===== config.mk =====
export PLATFORM = sky130hd
export DESIGN_NAME = stream_arb2_flat
export DESIGN_NICKNAME = d
export VERILOG_FILES = /design/src/rtl/stream_arb2_if.sv /design/src/rtl/stream_arb2.sv /design/src/flat_wrapper.sv
export SDC_FILE = /design/constraint.sdc
export NUM_CORES = 1
export LEC_CHECK = 0
export ABC_AREA = 1
export CAP_MARGIN = 20
export CORE_MARGIN = 3
export CORE_UTILIZATION = 44
export DETAILED_ROUTE_END_ITERATION = 8
export HOLD_SLACK_MARGIN = 0.15
export PLACE_DENSITY = 0.89
export SLEW_MARGIN = 40
export SYNTH_ARGS = -nofsm -noshare
export SYNTH_HDL_FRONTEND = slang
export SYNTH_SLANG_ARGS = --single-unit
export TNS_END_PERCENT = 1

===== constraint.sdc =====
create_clock -name clk -period 2.01 [get_ports clk]
set_input_delay 0.3015 -clock clk [delete_from_list [all_inputs] [get_ports clk]]
set_output_delay 0.3015 -clock clk [all_outputs]
set_load 0.05 [all_outputs]

===== src/rtl/stream_arb2_if.sv =====
// Bundle of the two source streams and the merged output stream of stream_arb2.
// master: the arbiter's view. slave: the view of the logic around it.
interface stream_arb2_if #(
  parameter int unsigned WIDTH = 8
);
  logic             a_valid;
  logic [WIDTH-1:0] a_data;
  logic             a_ready;
  logic             b_valid;
  logic [WIDTH-1:0] b_data;
  logic             b_ready;
  logic             out_valid;
  logic [WIDTH-1:0] out_data;
  logic             out_ready;
  logic             out_src;

  modport master (
    input  a_valid, a_data, b_valid, b_data, out_ready,
    output a_ready, b_ready, out_valid, out_data, out_src
  );

  modport slave (
    output a_valid, a_data, b_valid, b_data, out_ready,
    input  a_ready, b_ready, out_valid, out_data, out_src
  );
endinterface


===== src/rtl/stream_arb2.sv =====
// Two-input round-robin stream arbiter with a registered output stage.
// Each grant lasts at most BURST_MAX beats; every output beat carries its source tag.
module stream_arb2 #(
  parameter int unsigned WIDTH     = 8,
  parameter int unsigned BURST_MAX = 4
) (
  input logic           clk,
  input logic           rst,
  stream_arb2_if.master bus
);
  localparam int unsigned   CW      = $clog2(BURST_MAX + 1);
  localparam logic [CW-1:0] CntLast = CW'(BURST_MAX - 1);

  typedef enum logic [1:0] {StIdle, StGrantA, StGrantB} state_e;

  state_e           state_q;
  logic [CW-1:0]    cnt_q;
  logic             last_src_q;
  logic             out_valid_q;
  logic [WIDTH-1:0] out_data_q;
  logic             out_src_q;

  logic can_load;
  logic a_ready, b_ready;
  logic xfer_a, xfer_b;
  logic end_a, end_b;

  // Handshake decode; readies depend only on state and the output register, never on valids.
  always_comb begin
    can_load = !out_valid_q || bus.out_ready;
    a_ready  = (state_q == StGrantA) && can_load;
    b_ready  = (state_q == StGrantB) && can_load;
    xfer_a   = bus.a_valid && a_ready;
    xfer_b   = bus.b_valid && b_ready;
    end_a    = (xfer_a && (cnt_q == CntLast)) || !bus.a_valid;
    end_b    = (xfer_b && (cnt_q == CntLast)) || !bus.b_valid;
  end

  assign bus.a_ready   = a_ready;
  assign bus.b_ready   = b_ready;
  assign bus.out_valid = out_valid_q;
  assign bus.out_data  = out_data_q;
  assign bus.out_src   = out_src_q;

  // Grant FSM with burst counter and round-robin history.
  always_ff @(posedge clk or posedge rst) begin
    if (rst) begin
      state_q    <= StIdle;
      cnt_q      <= '0;
      last_src_q <= 1'b1;  // A wins the first tie
    end else begin
      if (xfer_a) begin
        last_src_q <= 1'b0;
      end else if (xfer_b) begin
        last_src_q <= 1'b1;
      end
      case (state_q)
        StIdle: begin
          cnt_q <= '0;
          if (bus.a_valid && bus.b_valid) begin
            state_q <= last_src_q ? StGrantA : StGrantB;
          end else if (bus.a_valid) begin
            state_q <= StGrantA;
          end else if (bus.b_valid) begin
            state_q <= StGrantB;
          end
        end
        StGrantA: begin
          if (end_a) begin
            cnt_q   <= '0;
            state_q <= bus.b_valid ? StGrantB : (bus.a_valid ? StGrantA : StIdle);
          end else begin
            cnt_q <= cnt_q + CW'(xfer_a);
          end
        end
        StGrantB: begin
          if (end_b) begin
            cnt_q   <= '0;
            state_q <= bus.a_valid ? StGrantA : (bus.b_valid ? StGrantB : StIdle);
          end else begin
            cnt_q <= cnt_q + CW'(xfer_b);
          end
        end
        default: begin
          state_q <= StIdle;
          cnt_q   <= '0;
        end
      endcase
    end
  end

  // Output register: load on a transfer, drain when the sink takes the held beat.
  always_ff @(posedge clk or posedge rst) begin
    if (rst) begin
      out_valid_q <= 1'b0;
      out_data_q  <= '0;
      out_src_q   <= 1'b0;
    end else if (xfer_a) begin
      out_valid_q <= 1'b1;
      out_data_q  <= bus.a_data;
      out_src_q   <= 1'b0;
    end else if (xfer_b) begin
      out_valid_q <= 1'b1;
      out_data_q  <= bus.b_data;
      out_src_q   <= 1'b1;
    end else if (out_valid_q && bus.out_ready) begin
      out_valid_q <= 1'b0;
    end
  end
endmodule


===== src/flat_wrapper.sv =====
// flat-port wrapper written by rule: the top's interface ports become plain ports
module stream_arb2_flat 
#(
  parameter int unsigned WIDTH     = 8,
  parameter int unsigned BURST_MAX = 4
)
  (clk, rst, bus_a_valid, bus_a_data, bus_b_valid, bus_b_data, bus_out_ready, bus_a_ready, bus_b_ready, bus_out_valid, bus_out_data, bus_out_src);
  stream_arb2_if #(.WIDTH(WIDTH)) bus_i ();
  input logic clk;
  input logic rst;
  input wire logic [$bits(bus_i.a_valid)-1:0] bus_a_valid;
  input wire logic [$bits(bus_i.a_data)-1:0] bus_a_data;
  input wire logic [$bits(bus_i.b_valid)-1:0] bus_b_valid;
  input wire logic [$bits(bus_i.b_data)-1:0] bus_b_data;
  input wire logic [$bits(bus_i.out_ready)-1:0] bus_out_ready;
  output wire logic [$bits(bus_i.a_ready)-1:0] bus_a_ready;
  output wire logic [$bits(bus_i.b_ready)-1:0] bus_b_ready;
  output wire logic [$bits(bus_i.out_valid)-1:0] bus_out_valid;
  output wire logic [$bits(bus_i.out_data)-1:0] bus_out_data;
  output wire logic [$bits(bus_i.out_src)-1:0] bus_out_src;
  assign bus_i.a_valid = bus_a_valid;
  assign bus_i.a_data = bus_a_data;
  assign bus_i.b_valid = bus_b_valid;
  assign bus_i.b_data = bus_b_data;
  assign bus_i.out_ready = bus_out_ready;
  assign bus_a_ready = bus_i.a_ready;
  assign bus_b_ready = bus_i.b_ready;
  assign bus_out_valid = bus_i.out_valid;
  assign bus_out_data = bus_i.out_data;
  assign bus_out_src = bus_i.out_src;
  stream_arb2 #(.WIDTH(WIDTH), .BURST_MAX(BURST_MAX)) u_core (.clk(clk), .rst(rst), .bus(bus_i));
endmodule

==> results of run 1 <==
[cell type report]
cell class / instances / area share, %
clock buffer: 4 / 1.94
inverter: 15 / 4.53
multi-input combinational: 87 / 35.1
sequential: 16 / 29.7
tap: 27 / 2.50
timing repair buffer: 34 / 26.3
[how the worst max path moves through the flow]
stage | to | from | slack [ns]
2_1_floorplan | u_core.cnt_q[2] | u_core.bus.out_valid | 0.23
3_3_place_gp | u_core.cnt_q[2] | bus_b_valid | 0.19
3_5_place_dp | u_core.cnt_q[2] | bus_b_valid | 0.08
4_1_cts | u_core.cnt_q[2] | u_core.state_q[0] | 0.11
5_1_grt | u_core.cnt_q[2] | u_core.state_q[0] | 0.01
6_report | u_core.cnt_q[2] | u_core.state_q[0] | 0.12
[Yosys cell counts]
master                     n  area share, %
sky130_fd_sc_hd__nand2_1  24            9.4
sky130_fd_sc_hd__nor2_1   17            6.6
sky130_fd_sc_hd__dfrtp_1  15             39
sky130_fd_sc_hd__inv_1    12            4.7
sky130_fd_sc_hd__a21oi_1  11            5.7
sky130_fd_sc_hd__nand3_1   9            4.7
sky130_fd_sc_hd__o21ai_1   9            4.7
sky130_fd_sc_hd__ha_1      8             10
sky130_fd_sc_hd__buf_6     2            2.3
sky130_fd_sc_hd__inv_4     2            1.3
sky130_fd_sc_hd__nand2_2   2            1.3
sky130_fd_sc_hd__nand2_4   2            2.3
sky130_fd_sc_hd__xor2_1    2            1.8
sky130_fd_sc_hd__dfstp_2   1            2.7
sky130_fd_sc_hd__inv_2     1           0.39
sky130_fd_sc_hd__nor2_2    1           0.65
sky130_fd_sc_hd__nor2_4    1            1.2
sky130_fd_sc_hd__o21ai_0   1           0.52
[cells by family after synthesis]
family,count (synthesis),share of synthesized area (%)
buf+inv,17,8.73
flops,16,41.9
simple gates,56,26.2
fa+ha+maj,8,10.4
xor+xnor,2,1.83
compound gates,21,11.0
[registers in the layout (all words and copies together), names as in the netlist]
register,count
u_core.bus.out_src,1
u_core.state_q,2
u_core.bus.out_valid,1
u_core.bus.out_data,8
u_core.last_src_q,1
u_core.cnt_q,3
[per-layer routing]
metal  GRT usage, %  vias up  part of all wire, %
li1               -      454                    -
met1           19.3      400                   41
met2           30.4       18                   54
met3           4.27        4                  3.5
met4           4.68        0                  1.8
met5              0        -                    0
[critical path, delay by kind of cell (launching register included)]
family	cells	cell delay [ns]
buffers and inverters	3	0.28
and+or+nand+nor	3	0.25
adders and majority gates	3	0.56
DFF	1	0.42
AOI/OAI and AO/OA	1	0.15
xor gates and xnor gates	1	0.16
[through the flow]
stage | hold WS (ns) | power (uW) | instances | worst slack [ns] | util [%]
2_1_floorplan | 0.215 | 1360 | 120 | 0.231 | -
3_3_place_gp | 0.471 | 1750 | 179 | 0.195 | 65.6
3_5_place_dp | 0.484 | 1790 | 179 | 0.0800 | 65.6
4_1_cts | 0.389 | 1970 | 183 | 0.112 | 66.9
5_1_grt | 0.432 | 2080 | 183 | 0.0130 | 66.9
6_report | 0.375 | 1950 | 183 | 0.123 | 66.9
[power by group]
group / switching, uW / internal, uW / total, uW
clock: 92.3 / 77.0 / 169
sequential: 75.9 / 460 / 536
combinational: 807 / 438 / 1250
total: 975 / 975 / 1950
==> impl_metrics.json, run 1 <==
{
  "post_cts_buffers": 0,
  "regToRegStartpoint": "u_core.state_q[0]",
  "synth-seq-cells": 16,
  "cts_tree": "yes",
  "die-height_um": 52.7,
  "rows": 16,
  "cellLeakagePower_uw": 0.000680,
  "fin_worst_skew_ns": 0.00989,
  "netlist_instances": 120,
  "layout.cells.most_common": "sky130_fd_sc_hd__clkdlybuf4s50_1",
  "vias_per_cell": 4.79,
  "finalHoldViolations": 0,
  "drc_errors": 0,
  "timing.final.crit_share_pct": 93.9,
  "final.fill_count": 160,
  "io_buffer_count": 32,
  "worst_hold_path_type": "in -> async",
  "final_cell_mix": "sky130_fd_sc_hd__clkdlybuf4s50_1, sky130_fd_sc_hd__nand2_1, sky130_fd_sc_hd__nor2_1",
  "syn_nets": 149,
  "multi_input_area_um2": 474,
  "cts_made_buffers": 3,
  "dieWidth_um": 52.7,
  "power_density_mw_per_mm2": 1440,
  "initial_utilization_pct": 47.5,
  "drtAntennaViolNets": 0,
  "final_max_slew_viol_count": 0,
  "period_needed_ns": 1.89,
  "cts_htree_levels": 1,
  "dp_hpwl_mm": 1.89,
  "dr_total_vias": 876,
  "grt_start_max_net_pins": 17,
  "place_area_mm2": 0.00133,
  "cts_sink_count": 16,
  "final_net_count": 186,
  "drt_wl_total_mm": 2.20,
  "cpMaxStageDelayCell": "sky130_fd_sc_hd__dfrtp_1",
  "setup-violations-final": 0,
  "clock_root_buffer": "sky130_fd_sc_hd__clkbuf_4",
  "relSlewSlack_pct": 60.0,
  "ios": 33,
  "vdd.ir_drop.worst_uv": 964,
  "initialDrtViolationCount": 10,
  "clk-insertion-delay-late_ns": 0.28,
  "cts_max_path_buffers": 2,
  "cts.hold.buffers_added": 0,
  "setup_tns_ns": 0,
  "max_stage_delay_ns": 0.42,
  "register_area_um2": 402,
  "core_area_mm2": 0.00202,
  "path_clk_slew_ns": 0.09,
  "cp_cell_sequence": "inv_1, ha_1, nand2_2, inv_4, nand2_4, inv_4, ha_1, ha_1, xor2_1, nand3_1, a21oi_1",
  "gp_congestion": 0.821,
  "path_max_fanout": 11,
  "design.die.area_mm2": 0.00278,
  "post_route_cells_drive_above_1_share_pct": 10.9,
  "worst_ep_required_time_ns": 2.22,
  "worst_path_most_repeated_cell": "sky130_fd_sc_hd__ha_1",
  "worstRegToRegCells": 11,
  "grt_util_overall_pct": 16.8,
  "synth_area_per_cell_um2": 8.00,
  "worst-slew-pin-transition_ns": 0.600,
  "fin_area_mm2": 0.00135,
  "insertedDiodeCount": 0,
  "path_class": "reg -> reg",
  "ys_warn_count": 0,
  "wire_per_inst_um": 12.0,
  "drv.max_cap_violation_count": 0,
  "grt_setup_unrepaired": "false",
  "postCtsResizedCells": 0,
  "regToRegEndpoint": "u_core.cnt_q[2]",
  "critical_path.startpoint_type": "flop",
  "first_pass_grt_wire_length_mm": 3.51,
  "rrSetupSlack_ns": 0.12,
  "yosysUniqueCellTypes": 18,
  "arrival_time_worst_endpoint_ns": 2.10,
  "endpoint_kind": "flop",
  "synth_seq_area_share_pct": 41.9,
  "overflow_left_after_global_routing": 0,
  "status": "complete, no violations",
  "fmax_ghz": 0.530,
  "grt_pass1_vias": 862,
  "grt_antenna_before_repair": 0,
  "syn_to_final_growth_pct": 40.9,
  "firstDrtPassIters": 4,
  "synthesis.area_um2": 960
}
No activity file was read; power rests on OpenSTA's default activity.
==> inputs of run 2 (changes only) <==
--- a/config.mk
+++ b/config.mk
@@ -8,10 +8,10 @@
 export ABC_AREA = 1
 export CAP_MARGIN = 20
 export CORE_MARGIN = 3
-export CORE_UTILIZATION = 44
+export CORE_UTILIZATION = 40
 export DETAILED_ROUTE_END_ITERATION = 8
 export HOLD_SLACK_MARGIN = 0.15
-export PLACE_DENSITY = 0.89
+export PLACE_DENSITY = 0.86
 export SLEW_MARGIN = 40
 export SYNTH_ARGS = -nofsm -noshare
 export SYNTH_HDL_FRONTEND = slang
==> constraint.sdc (replaced) <==
create_clock -name clk -period 1.55 [get_ports clk]
set_input_delay 0.2325 -clock clk [delete_from_list [all_inputs] [get_ports clk]]
set_output_delay 0.2325 -clock clk [all_outputs]
set_load 0.05 [all_outputs]
==> impl_metrics.json, run 2 (synthesis gave the netlist of run 1 again) <==
{
  "status": "finished with violations",
  "failed_checks": "negative setup slack",
  "cts.hold.buffers_added": 0,
  "cts_sink_count": 16,
  "cellLeakagePower_uw": 0.000782,
  "cts_tree": "yes",
  "setup-violations-final": 4,
  "grt_start_max_net_pins": 17,
  "p_switching_uw": 1420,
  "rows": 17,
  "clk-insertion-delay-late_ns": 0.28,
  "layout.core_utilization_pct": 70.2,
  "path_max_fanout": 3,
  "dp_hpwl_mm": 2.15,
  "clock_root_buffer": "sky130_fd_sc_hd__clkbuf_4",
  "timing.final.crit_share_pct": 102,
  "largest_register_ff_count": 8,
  "worst-slew-pin-transition_ns": 0.254,
  "grt_setup_unrepaired": "true",
  "final_net_count": 203,
  "drtAntennaViolNets": 0,
  "fmax_ghz": 0.633,
  "gp_congestion": 0.883,
  "cts_max_path_buffers": 2,
  "drv.max_cap_violation_count": 0,
  "wire_per_inst_um": 14.1,
  "final_max_slew_viol_count": 0,
  "dieWidth_um": 55.0,
  "fin_worst_skew_ns": 0.00145,
  "core_area_mm2": 0.00225,
  "post_route_cells_drive_above_1_share_pct": 35.8,
  "vdd.ir_drop.worst_uv": 1210,
  "regToRegStartpoint": "u_core.state_q[1]",
  "finalHoldViolations": 0,
  "internal_power_uw": 1470,
  "critical_path.startpoint_type": "flop",
  "final_cell_mix": "sky130_fd_sc_hd__buf_4, sky130_fd_sc_hd__nand2_1, sky130_fd_sc_hd__clkdlybuf4s50_1",
  "dr_total_vias": 1017,
  "initial_utilization_pct": 42.6,
  "period_needed_ns": 1.58,
  "critPathLaunch": "u_core.state_q[1]",
  "die-height_um": 55.0,
  "pre_cts_ws_ns": -0.181,
  "clock_power_share_pct": 9.5,
  "path_clk_slew_ns": 0.09,
  "pwr-share-seq_pct": 25.1,
  "numPlacedInstances": 193,
  "endpoint_kind": "flop",
  "worstRegToRegCells": 9,
  "swShare_pct": 49.3,
  "first_pass_grt_wire_length_mm": 4.37,
  "firstDrtPassIters": 4,
  "grt_pass1_vias": 1025,
  "power_density_mw_per_mm2": 1830,
  "grt_antenna_before_repair": 0,
  "syn_to_final_growth_pct": 64.9,
  "io_buffer_count": 32,
  "drc_errors": 0,
  "grt_util_overall_pct": 20.5,
  "path_class": "reg -> reg",
  "worst_hold_path_type": "in -> async",
  "cts_made_buffers": 3,
  "design.die.area_mm2": 0.00302,
  "drt_wl_total_mm": 2.83,
  "vias_per_cell": 5.06,
  "cts_htree_levels": 1,
  "power_frac_comb_pct": 65.4,
  "final_cell_count_no_fill": 201,
  "overflow_left_after_global_routing": 0,
  "insertedDiodeCount": 0,
  "layout.cells.most_common": "sky130_fd_sc_hd__buf_4",
  "worst_ep_required_time_ns": 1.76,
  "relSlewSlack_pct": 83.0,
  "ios": 33,
  "finalPower_uw": 2890,
  "arrival_time_worst_endpoint_ns": 1.79,
  "setup_ws_ns": -0.0302,
  "initialDrtViolationCount": 14
}
==> run 2: cell count changes in the layout (fill, tap and decap cells not counted), sizes merged <==
| cell | change |
|---|---|
| buf | +27 |
| clkdlybuf4s50 | -10 |
==> run 2: timing repair <==
| item | CTS | global route |
|---|---|---|
| pin swaps | 8 | 1 |
| setup endpoints to repair | 12 | 15 |
| setup buffers | 4 | 0 |
| resized for setup | 19 | 2 |
==> run 2: per-stage QoR <==
stage | instance area (um^2) | setup TNS, ns | hold slack, ns
after floorplan | 991 | -0.260 | 0.145
after global placement | 1430 | -0.439 | 0.474
after detailed placement | 1430 | -1.35 | 0.485
after CTS | 1580 | -0.192 | 0.258
after global routing | 1580 | -1.12 | 0.266
final | 1580 | -0.0867 | 0.259
==> run 2: per-layer routing <==
metal,part of all wire [%],track usage [%],vias up,wire length [um]
met5,0,0,-,0
met4,3.4,9.72,0,95
met2,55,36.2,31,1570
met1,37,22.3,485,1040
li1,-,-,490,-
met3,4.3,6.17,11,123
==> run 2: final timing paths <==
check	slack, ns	endpoint
worst min register to register	0.50	u_core.bus.out_data[3]
worst max register to register	-0.03	u_core.cnt_q[2]
max in group asynchronous	1.04	u_core.last_src_q
worst max-delay path	-0.03	u_core.cnt_q[2]
worst min-delay path	0.26	u_core.bus.out_src
min in group clk	0.50	u_core.bus.out_data[3]
==> run 2: power groups by stage <==
stage	registers (uW)	logic, uW	clock network (uW)
4_1_cts	719	1880	279
3_5_place_dp	714	1720	0
6_report	725	1890	275
5_1_grt	745	2030	303
2_1_floorplan	1150	626	0
3_3_place_gp	706	1660	0
==> run 2: final cells by class <==
cell class | count | area [um^2]
multi-input combinational | 87 | 583
fill | 178 | 672
tap | 28 | 35.0
sequential | 16 | 405
clock buffer | 4 | 36.3
inverter | 15 | 61.3
timing repair buffer | 51 | 462
==> run 2: worst max-delay path, stage by stage, from the launching register on <==
cell                      delay [ns]
sky130_fd_sc_hd__dfrtp_2        0.45
sky130_fd_sc_hd__inv_2          0.09
sky130_fd_sc_hd__ha_4           0.14
sky130_fd_sc_hd__nand2_4        0.06
sky130_fd_sc_hd__nor2_4         0.12
sky130_fd_sc_hd__ha_4           0.15
sky130_fd_sc_hd__ha_4           0.12
sky130_fd_sc_hd__xor2_1         0.14
sky130_fd_sc_hd__nand3_1        0.09
sky130_fd_sc_hd__a21oi_1        0.15
